`config.mk`:
```
export PLATFORM = sky130hd
export DESIGN_NAME = divider_flat
export DESIGN_NICKNAME = d
export VERILOG_FILES = /design/src/rtl/divider_if.sv /design/src/rtl/divider.sv /design/src/flat_wrapper.sv
export SDC_FILE = /design/constraint.sdc
export NUM_CORES = 1
export LEC_CHECK = 0
export ABC_AREA = 1
export BUFFER_PORTS_ARGS = -buffer_cell sky130_fd_sc_hd__clkbuf_2
export CAP_MARGIN = 40
export CORE_ASPECT_RATIO = 1.1
export CORE_MARGIN = 2
export CORE_UTILIZATION = 45
export CTS_BUF_LIST = sky130_fd_sc_hd__clkbuf_4 sky130_fd_sc_hd__clkbuf_8
export CTS_CLUSTER_SIZE = 12
export DETAILED_ROUTE_END_ITERATION = 10
export PLACE_DENSITY = 0.67
export SLEW_MARGIN = 5
export SYNTH_ARGS = -nofsm -noshare
export SYNTH_HDL_FRONTEND = slang
export SYNTH_SLANG_ARGS = --single-unit
```
`constraint.sdc`:
```
create_clock -name clk -period 8.5 [get_ports clk]
set_clock_uncertainty 0.05 [all_clocks]
set_input_delay 2.125 -clock clk [delete_from_list [all_inputs] [get_ports clk]]
set_output_delay 2.125 -clock clk [all_outputs]
set_load 0.005 [all_outputs]
```
`src/rtl/divider_if.sv`:
```
// Handshake and data bundle between the EX stage and the iterative divider.
interface divider_if;
    logic        start;
    logic        signed_div;
    logic [31:0] a;
    logic [31:0] b;
    logic        annul;
    logic [63:0] result;
    logic        ready;
    logic        stall;

    modport master (
        output start, signed_div, a, b, annul,
        input  result, ready, stall
    );

    modport slave (
        input  start, signed_div, a, b, annul,
        output result, ready, stall
    );
endinterface

```
`src/rtl/divider.sv`:
```
// Iterative 32-bit divider for the EX stage, handling DIV and DIVU.
// One radix-2 restoring step per cycle on operand magnitudes.
// Signs are applied when the final step is written into the result register.
// Divide-by-zero takes a short path that returns {a, all ones} without trapping.
module divider (
    input  logic     clk,
    input  logic     rst,
    divider_if.slave bus
);

    typedef enum logic [1:0] {IDLE, DIVZERO, ON, END} state_t;

    state_t      state;
    state_t      next_state;
    logic [4:0]  count;
    logic [32:0] rem;
    logic [31:0] quo;
    logic [31:0] dvsr;
    logic        neg_q;
    logic        neg_r;
    logic [63:0] result_q;

    logic [31:0] mag_a;
    logic [31:0] mag_b;
    logic [32:0] shifted;
    logic [32:0] trial;
    logic [32:0] rem_next;
    logic [31:0] quo_next;
    logic [31:0] q_final;
    logic [31:0] r_final;
    logic        unused_rem_msb;

    // Operand magnitudes: negate only negative signed operands (0x80000000 maps to itself).
    always_comb begin
        mag_a = (bus.signed_div && bus.a[31]) ? (~bus.a + 32'd1) : bus.a;
        mag_b = (bus.signed_div && bus.b[31]) ? (~bus.b + 32'd1) : bus.b;
    end

    // One restoring step: shift the next dividend bit in, keep the difference only if it stays non-negative.
    always_comb begin
        shifted = {rem[31:0], quo[31]};
        trial   = shifted - {1'b0, dvsr};
        if (!trial[32]) begin
            rem_next = trial;
            quo_next = {quo[30:0], 1'b1};
        end else begin
            rem_next = shifted;
            quo_next = {quo[30:0], 1'b0};
        end
        q_final = neg_q ? (~quo_next + 32'd1) : quo_next;
        r_final = neg_r ? (~rem_next[31:0] + 32'd1) : rem_next[31:0];
    end

    // After a restore the top bit is always clear, so it only matters inside the trial subtraction.
    assign unused_rem_msb = rem[32];

    // State register.
    always_ff @(posedge clk or posedge rst) begin
        if (rst) begin
            state <= IDLE;
        end else begin
            state <= next_state;
        end
    end

    // Next state and handshake outputs; stall rises combinationally with start so the pipeline holds at once.
    always_comb begin
        next_state = state;
        bus.stall  = 1'b0;
        bus.ready  = 1'b0;
        case (state)
            IDLE: begin
                if (bus.start && !rst) begin
                    bus.stall  = 1'b1;
                    next_state = (bus.b == 32'd0) ? DIVZERO : ON;
                end
            end
            DIVZERO: begin
                bus.stall  = 1'b1;
                next_state = bus.annul ? IDLE : END;
            end
            ON: begin
                bus.stall = 1'b1;
                if (bus.annul) begin
                    next_state = IDLE;
                end else if (count == 5'd31) begin
                    next_state = END;
                end
            end
            END: begin
                bus.ready  = 1'b1;
                next_state = IDLE;
            end
            default: next_state = IDLE;
        endcase
    end

    // Datapath: latch operands on accept, iterate in ON, write result only when entering END.
    always_ff @(posedge clk or posedge rst) begin
        if (rst) begin
            count    <= 5'd0;
            rem      <= 33'd0;
            quo      <= 32'd0;
            dvsr     <= 32'd0;
            neg_q    <= 1'b0;
            neg_r    <= 1'b0;
            result_q <= 64'd0;
        end else begin
            case (state)
                IDLE: begin
                    if (bus.start) begin
                        quo   <= (bus.b == 32'd0) ? bus.a : mag_a;
                        dvsr  <= mag_b;
                        rem   <= 33'd0;
                        count <= 5'd0;
                        neg_q <= bus.signed_div & (bus.a[31] ^ bus.b[31]);
                        neg_r <= bus.signed_div & bus.a[31];
                    end
                end
                DIVZERO: begin
                    if (!bus.annul) begin
                        result_q <= {quo, 32'hFFFF_FFFF};
                    end
                end
                ON: begin
                    if (!bus.annul) begin
                        rem   <= rem_next;
                        quo   <= quo_next;
                        count <= count + 5'd1;
                        if (count == 5'd31) begin
                            result_q <= {r_final, q_final};
                        end
                    end
                end
                default: begin
                end
            endcase
        end
    end

    assign bus.result = result_q;

endmodule
```
`src/flat_wrapper.sv`:
```
// flat-port wrapper written by rule: the top's interface ports become plain ports
module divider_flat 
  (clk, rst, bus_start, bus_signed_div, bus_a, bus_b, bus_annul, bus_result, bus_ready, bus_stall);
  divider_if bus_i ();
  input  logic clk;
  input  logic rst;
  input wire logic [$bits(bus_i.start)-1:0] bus_start;
  input wire logic [$bits(bus_i.signed_div)-1:0] bus_signed_div;
  input wire logic [$bits(bus_i.a)-1:0] bus_a;
  input wire logic [$bits(bus_i.b)-1:0] bus_b;
  input wire logic [$bits(bus_i.annul)-1:0] bus_annul;
  output wire logic [$bits(bus_i.result)-1:0] bus_result;
  output wire logic [$bits(bus_i.ready)-1:0] bus_ready;
  output wire logic [$bits(bus_i.stall)-1:0] bus_stall;
  assign bus_i.start = bus_start;
  assign bus_i.signed_div = bus_signed_div;
  assign bus_i.a = bus_a;
  assign bus_i.b = bus_b;
  assign bus_i.annul = bus_annul;
  assign bus_result = bus_i.result;
  assign bus_ready = bus_i.ready;
  assign bus_stall = bus_i.stall;
  divider u_core (.clk(clk), .rst(rst), .bus(bus_i));
endmodule
```
**Yosys cells after proc, flatten, opt, wreduce, memory -nomap -nowiden**

Index checks and enable logic that the tools add are counted.
W data, S select, Z words.

- Mux-type cells: 29
- Reduce and logical (&&, ||, !) cells: 13
- Bitwise logic cells: 7
- Add/subtract/negate cells: 6
- Equal/unequal tests: 10

Operators with widths:

| kind | count |
|---|---|
| $mux W32 | 10 |
| $mux W64 | 3 |
| $add A32 B1 Y32 const B | 4 |
| $not A32 Y32 | 4 |
| $pmux W32 S2 | 2 |
| $pmux W64 S2 | 1 |
| $sub A33 B32 Y33 | 1 |
| $logic_not A32 Y1 | 1 |
| $mux W2 | 5 |
| $mux W5 | 2 |
| $pmux W5 S2 | 1 |
| $pmux W2 S4 | 1 |
| $ne A2 B2 Y1 const B | 3 |
| $add A5 B1 Y5 const B | 1 |
| $eq A5 B5 Y1 const B | 1 |
| $eq A2 B2 Y1 const B | 2 |
| $ne A2 B1 Y1 const B | 2 |
| $reduce_and A2 Y1 | 2 |
| $reduce_and A4 Y1 | 1 |
| $reduce_bool A2 Y1 | 2 |
| $logic_and A1 B1 Y1 | 3 |
| $mux W1 | 3 |
| $ne A3 B2 Y1 const B | 1 |
| $reduce_and A3 Y1 | 1 |
| 7 further kinds | 8 |

- Logic and storage cells: 73
- Flip-flop bits (word level): 169
- Input port bits: 69

**Depth between registers and ports, before layout**

Gate-level depths: netlist of run 1.

- Word-level depth: 8
- Mapped depth: 31
- Gate-level depth less buffers: 29

**Worst setup path before layout of run 1**

No wires, ideal clock.

- Path type: input port to output port
- Start point: input rst
- End point: output bus_stall
- Stages: 3
- Data arrival time: 6134 ps
- Path buffers: 0
- Setup slack: 191 ps
- Cell sequence: inv_1 nand3_1 a21oi_1

- Word-level cells in the longest chain between the ends: 4

Ends and longest elaborated chain:

| what | RTL line | source |
|---|---|---|
| start: declaration | flat_wrapper.sv:6 | `input logic rst;` |
| $logic_not A1 Y1 (no source line) | n/a |  |
| $logic_and A1 B1 Y1 | divider.sv:73 | `if (bus.start && !rst) begin` |
| $mux W1 | divider.sv:73 |  |
| $pmux W1 S2 | divider.sv:71 | `case (state)` |
| end: declaration | flat_wrapper.sv:14 | `output wire logic [$bits(bus_i.stall)-1:0] bus_stall;` |

No other way between the ends.

**Final worst setup path of run 1**

Same ends and word-level chain as after synthesis.

==> run metrics, run 1 <==
outcome=completed; hold depth=2; gr usage total=26.9%; Initial Utilization=45.5%; post-layout min period=5.26 ns; floorplan core area=30300 um^2; CP arrival=3.08 ns; Cell variety after synth=50; sequential element share of the synthesized area=30.7%; Avg WL per Cell=15.7 um; Resized Gates After CTS=0; CP endpoint kind=primary output; GRT met2 Usage=43.1%; final hold violation count=0; Area Growth Syn to Fin=10.1%; H-Tree Depth=4; Antenna diodes=0; layout cells sized above 1=11.3%; Crit path largest cell delay=0.36 ns; flops & latches, synth=169; setup TNS=0 ns; Detailed Place HPWL=32900 um; Skew-Pair Late Insertion Delay=0.50 ns; worst rel slew slack=42.8%; Root Driver=clkbuf_8; Die H=187 um; Critical Path Most Common Cell=clkbuf_2; DP Worst Slack=3.13 ns; GR Util met3=3.28%; maximum clock insertion buffer count=2; critical path startpoint category=primary input; vias in the first global route=13300; Ys Warns=0; drt first pass iters=6; most frequent cells in the layout=719 x nand2_1, 289 x inv_1, 227 x nor2_1, 169 x dfrtp_1, 144 x nand3_1; worst hold start=u_core.bus.result[34]$_DFFE_PP0P_; Post-CTS Setup Repair Bufs=0; FF-to-FF End=u_core.bus.result[24]$_DFFE_PP0P_; period utilization=61.9%; hold crit path type=reg -> reg; Num CTS Buffers=17; syn_area_per_cell=6.35 um^2; IO Pins=135; vias=14200; R2R Setup Slk=3.44 ns; crit path kind=in -> out; DRC viols=0; FMAX=190 MHz; CTS tree=done; met1 Use GR=36.3%; commonest non-fill, non-tap cell in the layout=nand2_1; end of the worst hold path=u_core.bus.result[34]$_DFFE_PP0P_; CTS Hold Bufs=0; layer with the highest usage=met2; Std-Cell Rows=67; DRT antenna net count=0; Die W=171 um; Worst Reg-to-Reg Cells=27; first-pass GRT wire length=68500 um; GRT Residual Overflow=0; largest net degree at the start of global routing=64; fraction of registers with async set/reset=100%; Max-cap violations=0; setup slack after layout=3.24 ns; Cells after Synth=2168; synthesized area=13800 um^2; Worst-path clk slew=0.09 ns; CP max-delay cell=inv_6; Worst Path Required=6.33 ns; overall die area=32000 um^2; final-report setup violation count=0; vias per inst=5.28; initial antenna violation count=0; DRT iter0 DRCs=1216; Most used DFF post-synth=dfrtp_1; GP Congestion=0.949; fillcell total=3145; worst r2r src=u_core.quo[31]$_DFFE_PP0P_; largest fanout on the critical path=54; CP cell instances=clkbuf_2, inv_6, nand3_1, a21oi_1, clkbuf_2; Slew Limit Fails=0; total wire length=42300 um; nets@finish=2375; worst slew pin tran=0.856 ns; IO Port Bufs=134; Synthesized Nets=2280; RSZ-0062 raised after global routing=false; EDFF count, synth=0; clk sink count=169
[routing by layer]
layer,up-vias,share of wire [%]
met5,-,0.11
met4,2,4.4
met3,103,6.2
met2,528,45
met1,6464,44
li1,7119,-
[cell usage after synthesis (all sizes together), types with 21 or more instances]
master	number	area [um^2]
o221ai	21	184
buf	25	183
nand4	23	144
ha	42	526
dfrtp	169	4230
o21ai	105	541
nor3	27	155
o22ai	35	219
clkbuf	45	169
nand2	758	3000
inv	299	1120
a31oi	24	150
nor2	239	932
nand3	148	783
a21oi	91	478
xor2	49	429
[worst max-delay path: cells and delay by family]
| family | cells | cell delay, ns |
|---|---|---|
| buffers and inverters | 3 | 0.60 |
| and+or+nand+nor | 1 | 0.13 |
| AOI/OAI and AO/OA | 1 | 0.16 |
[final cells by class]
cell class / count / area, um^2 / share of cell area, %
multi-input cells: 1629 / 8080 / 53.3
repair buffers: 146 / 781 / 5.15
clock buffers: 17 / 234 / 1.54
clock inverters: 15 / 188 / 1.24
flip-flops and latches: 169 / 4230 / 27.9
inverters: 300 / 1130 / 7.46
well taps: 414 / 518 / 3.42
[metrics by stage]
| stage | hold WS [ns] | cell area (um^2) | util [%] | std cells |
|---|---|---|---|---|
| 2_1_floorplan | 0.403 | 13800 | - | 2168 |
| 3_3_place_gp | 0.416 | 14700 | 48.6 | 2657 |
| 3_5_place_dp | 0.419 | 14700 | 48.7 | 2658 |
| 4_1_cts | 0.442 | 15200 | 50.1 | 2690 |
| 5_1_grt | 0.469 | 15200 | 50.1 | 2690 |
| 6_report | 0.437 | 15200 | 50.1 | 2690 |
[how the worst max path moves through the flow]
stage                                           from                                end
after detailed placement                    bus_b[0]         u_core.quo[31]$_DFFE_PP0P_
after CTS                                        rst                          bus_stall
final                                            rst                          bus_stall
after global placement                     bus_annul  u_core.bus.result[24]$_DFFE_PP0P_
after floorplan                                  rst                          bus_stall
after global routing      u_core.quo[31]$_DFFE_PP0P_  u_core.bus.result[24]$_DFFE_PP0P_
[kinds of logic (layout without fill, tap and decap cells)]
group / after synthesis / in the layout / share of synthesized area (%)
AO/OA/AOI/OAI: 294 / 294 / 12.4
XOR/XNOR: 67 / 67 / 4.26
adder cells (fa/ha/maj): 43 / 43 / 3.96
buffers and inverters: 370 / 478 / 10.7
flip-flops: 169 / 169 / 30.7
AND/OR/NAND/NOR: 1225 / 1225 / 37.9
[registers in the layout, indices dropped and copies added, names as in the netlist]
| register | flops |
|---|---|
| u_core.bus.result | 64 |
| u_core.dvsr | 32 |
| u_core.quo | 32 |
| u_core.rem | 32 |
| u_core.count | 5 |
| u_core.state | 2 |
| u_core.neg_q | 1 |
| u_core.neg_r | 1 |
Power of run 1 is left out: the tool's default activity adds up to more than one toggle a clock period on the data nets, which glitch-free logic cannot reach.
==> inputs of run 2 (changes only) <==
PLACE_DENSITY = 0.7   (was 0.67)
clock period = 4.8 ns   (was 8.5 ns; I/O delays follow)
==> run metrics, run 2 (synthesis results as in run 1) <==
CTS tree=done (unchanged); hold depth=2 (unchanged); final-report setup violation count=0 (unchanged); DP Worst Slack=0.291 ns (was 3.13 ns); post-layout min period=4.35 ns; total wire length=42600 um (was 42300 um); Worst Path Required=5.14 ns (was 6.33 ns); floorplan core area=30300 um^2 (unchanged); vias=14200 (about the same); DRT iter0 DRCs=1142 (was 1216); layout cells sized above 1=11.8% (was 11.3%); Initial Utilization=45.5% (unchanged); largest net degree at the start of global routing=124 (was 64); drt first pass iters=5 (was 6); Post-CTS Setup Repair Bufs=0 (unchanged); CTS Hold Bufs=0 (unchanged); GRT Residual Overflow=0 (unchanged); clk sink count=169 (unchanged); Fin Hold WS=0.438 ns (was 0.437 ns); Die H=187 um (unchanged); CP arrival=4.69 ns (was 3.08 ns); GP Congestion=0.920 (was 0.949); vias in the first global route=13300 (about the same); Antenna diodes=0 (unchanged); post-route insts no fill=2698 (was 2690); DRC viols=0 (unchanged); outcome=completed (unchanged); Slew Limit Fails=0 (unchanged); final core utilization=50.4% (was 50.1%); DRT antenna net count=0 (unchanged); FF-to-FF End=u_core.bus.result[22]$_DFFE_PP0P_ (was u_core.bus.result[24]$_DFFE_PP0P_); crit path kind=reg -> reg (was in -> out); nets@finish=2384 (was 2375); largest fanout on the critical path=16 (was 54); worst rel slew slack=50.0% (was 42.8%); end of the worst hold path=u_core.dvsr[10]$_DFFE_PP0P_ (was u_core.bus.result[34]$_DFFE_PP0P_); worst slew pin tran=0.744 ns (was 0.856 ns); vias per inst=5.25 (was 5.28); period utilization=90.6%; Die W=171 um (unchanged); worst r2r src=u_core.quo[31]$_DFFE_PP0P_ (unchanged); Num CTS Buffers=17 (unchanged); FMAX=230 MHz; Max-cap violations=0 (unchanged); R2R Setup Slk=0.45 ns (was 3.44 ns); final hold violation count=0 (unchanged); maximum clock insertion buffer count=2 (unchanged); H-Tree Depth=4 (unchanged); Detailed Place HPWL=33100 um (was 32900 um); initial antenna violation count=0 (unchanged); Skew-Pair Late Insertion Delay=0.50 ns (about the same); Avg WL per Cell=15.8 um (was 15.7 um); Worst Reg-to-Reg Cells=27 (unchanged); hold crit path type=reg -> reg (unchanged); most frequent cells in the layout=719 x nand2_1, 289 x inv_1, 227 x nor2_1, 169 x dfrtp_1, 143 x nand3_1 (was 719 x nand2_1, 289 x inv_1, 227 x nor2_1, 169 x dfrtp_1, 144 x nand3_1); IO Port Bufs=134 (unchanged); RSZ-0062 raised after global routing=false (unchanged); DP Cell Count=2667 (was 2658); critical path startpoint category=flop (was primary input); Std-Cell Rows=67 (unchanged); Worst-path clk slew=0.10 ns (was 0.09 ns); worst hold start=u_core.dvsr[10]$_DFFE_PP0P_ (was u_core.bus.result[34]$_DFFE_PP0P_); Largest register FFs=64 (unchanged); Crit path largest cell delay=0.42 ns (was 0.36 ns); CP endpoint kind=flop (was primary output); overall die area=32000 um^2 (unchanged); CP max-delay cell=fa_1 (was inv_6); gr usage total=27.5% (was 26.9%); Area Growth Syn to Fin=10.8% (was 10.1%); setup slack after layout=0.450 ns (was 3.24 ns); Root Driver=clkbuf_8 (unchanged); IO Pins=135 (unchanged); first-pass GRT wire length=69400 um (was 68500 um); commonest non-fill, non-tap cell in the layout=nand2_1 (unchanged); Critical Path Most Common Cell=nand2_1 (was clkbuf_2)
[run 2: area by class of cell]
class / instances / area (um^2)
Tap cell: 414 / 518
Multi-Input combinational cell: 1629 / 8110
Clock buffer: 17 / 234
Clock inverter: 14 / 199
Sequential cell: 169 / 4230
Fill cell: 3090 / 15000
Inverter: 300 / 1130
Timing Repair Buffer: 155 / 838
[run 2: stage by stage]
| step | TNS (ns) | area (um^2) |
|---|---|---|
| finish | 0 | 15300 |
| global route | 0 | 15300 |
| CTS | 0 | 15200 |
| detailed placement | 0 | 14800 |
| global placement | 0 | 14800 |
| floorplan | -0.381 | 13800 |
[run 2: timing repair]
action	4_1_cts	5_1_grt
setup endpoints to repair	0	2
gates resized for setup	0	5
endpoints found under the hold margin	0	0
[run 2: routing by layer]
| metal | vias to the layer above | GRT usage, % | part of all wire (%) |
|---|---|---|---|
| met5 | - | 0 | 0 |
| met4 | 0 | 8.48 | 2.6 |
| met3 | 65 | 2.98 | 5.5 |
| met2 | 510 | 45.2 | 47 |
| met1 | 6445 | 37.9 | 45 |
| li1 | 7135 | - | - |
[run 2: worst max path at each step]
stage                                                   end                        from  slack, ns  cells past startpoint
after floorplan                                   bus_stall                         rst      -0.38                      3
after global placement    u_core.bus.result[24]$_DFFE_PP0P_  u_core.quo[31]$_DFFE_PP0P_       0.49                     27
after detailed placement  u_core.bus.result[22]$_DFFE_PP0P_  u_core.quo[31]$_DFFE_PP0P_       0.29                     27
after CTS                 u_core.bus.result[22]$_DFFE_PP0P_  u_core.quo[31]$_DFFE_PP0P_       0.25                     27
after global routing      u_core.bus.result[22]$_DFFE_PP0P_  u_core.quo[31]$_DFFE_PP0P_      0.008                     27
final                     u_core.bus.result[22]$_DFFE_PP0P_  u_core.quo[31]$_DFFE_PP0P_       0.45                     27
[run 2: critical path: cells and delay by family (launching register included)]
| family | cells | cell delay [ns] |
|---|---|---|
| buffers and inverters | 3 | 0.26 |
| flip-flops | 1 | 0.38 |
| adder cells (fa/ha/maj) | 3 | 0.78 |
| AND/OR/NAND/NOR | 19 | 2.57 |
| AO/OA/AOI/OAI | 2 | 0.20 |
Power of run 2 is left out for the same reason.
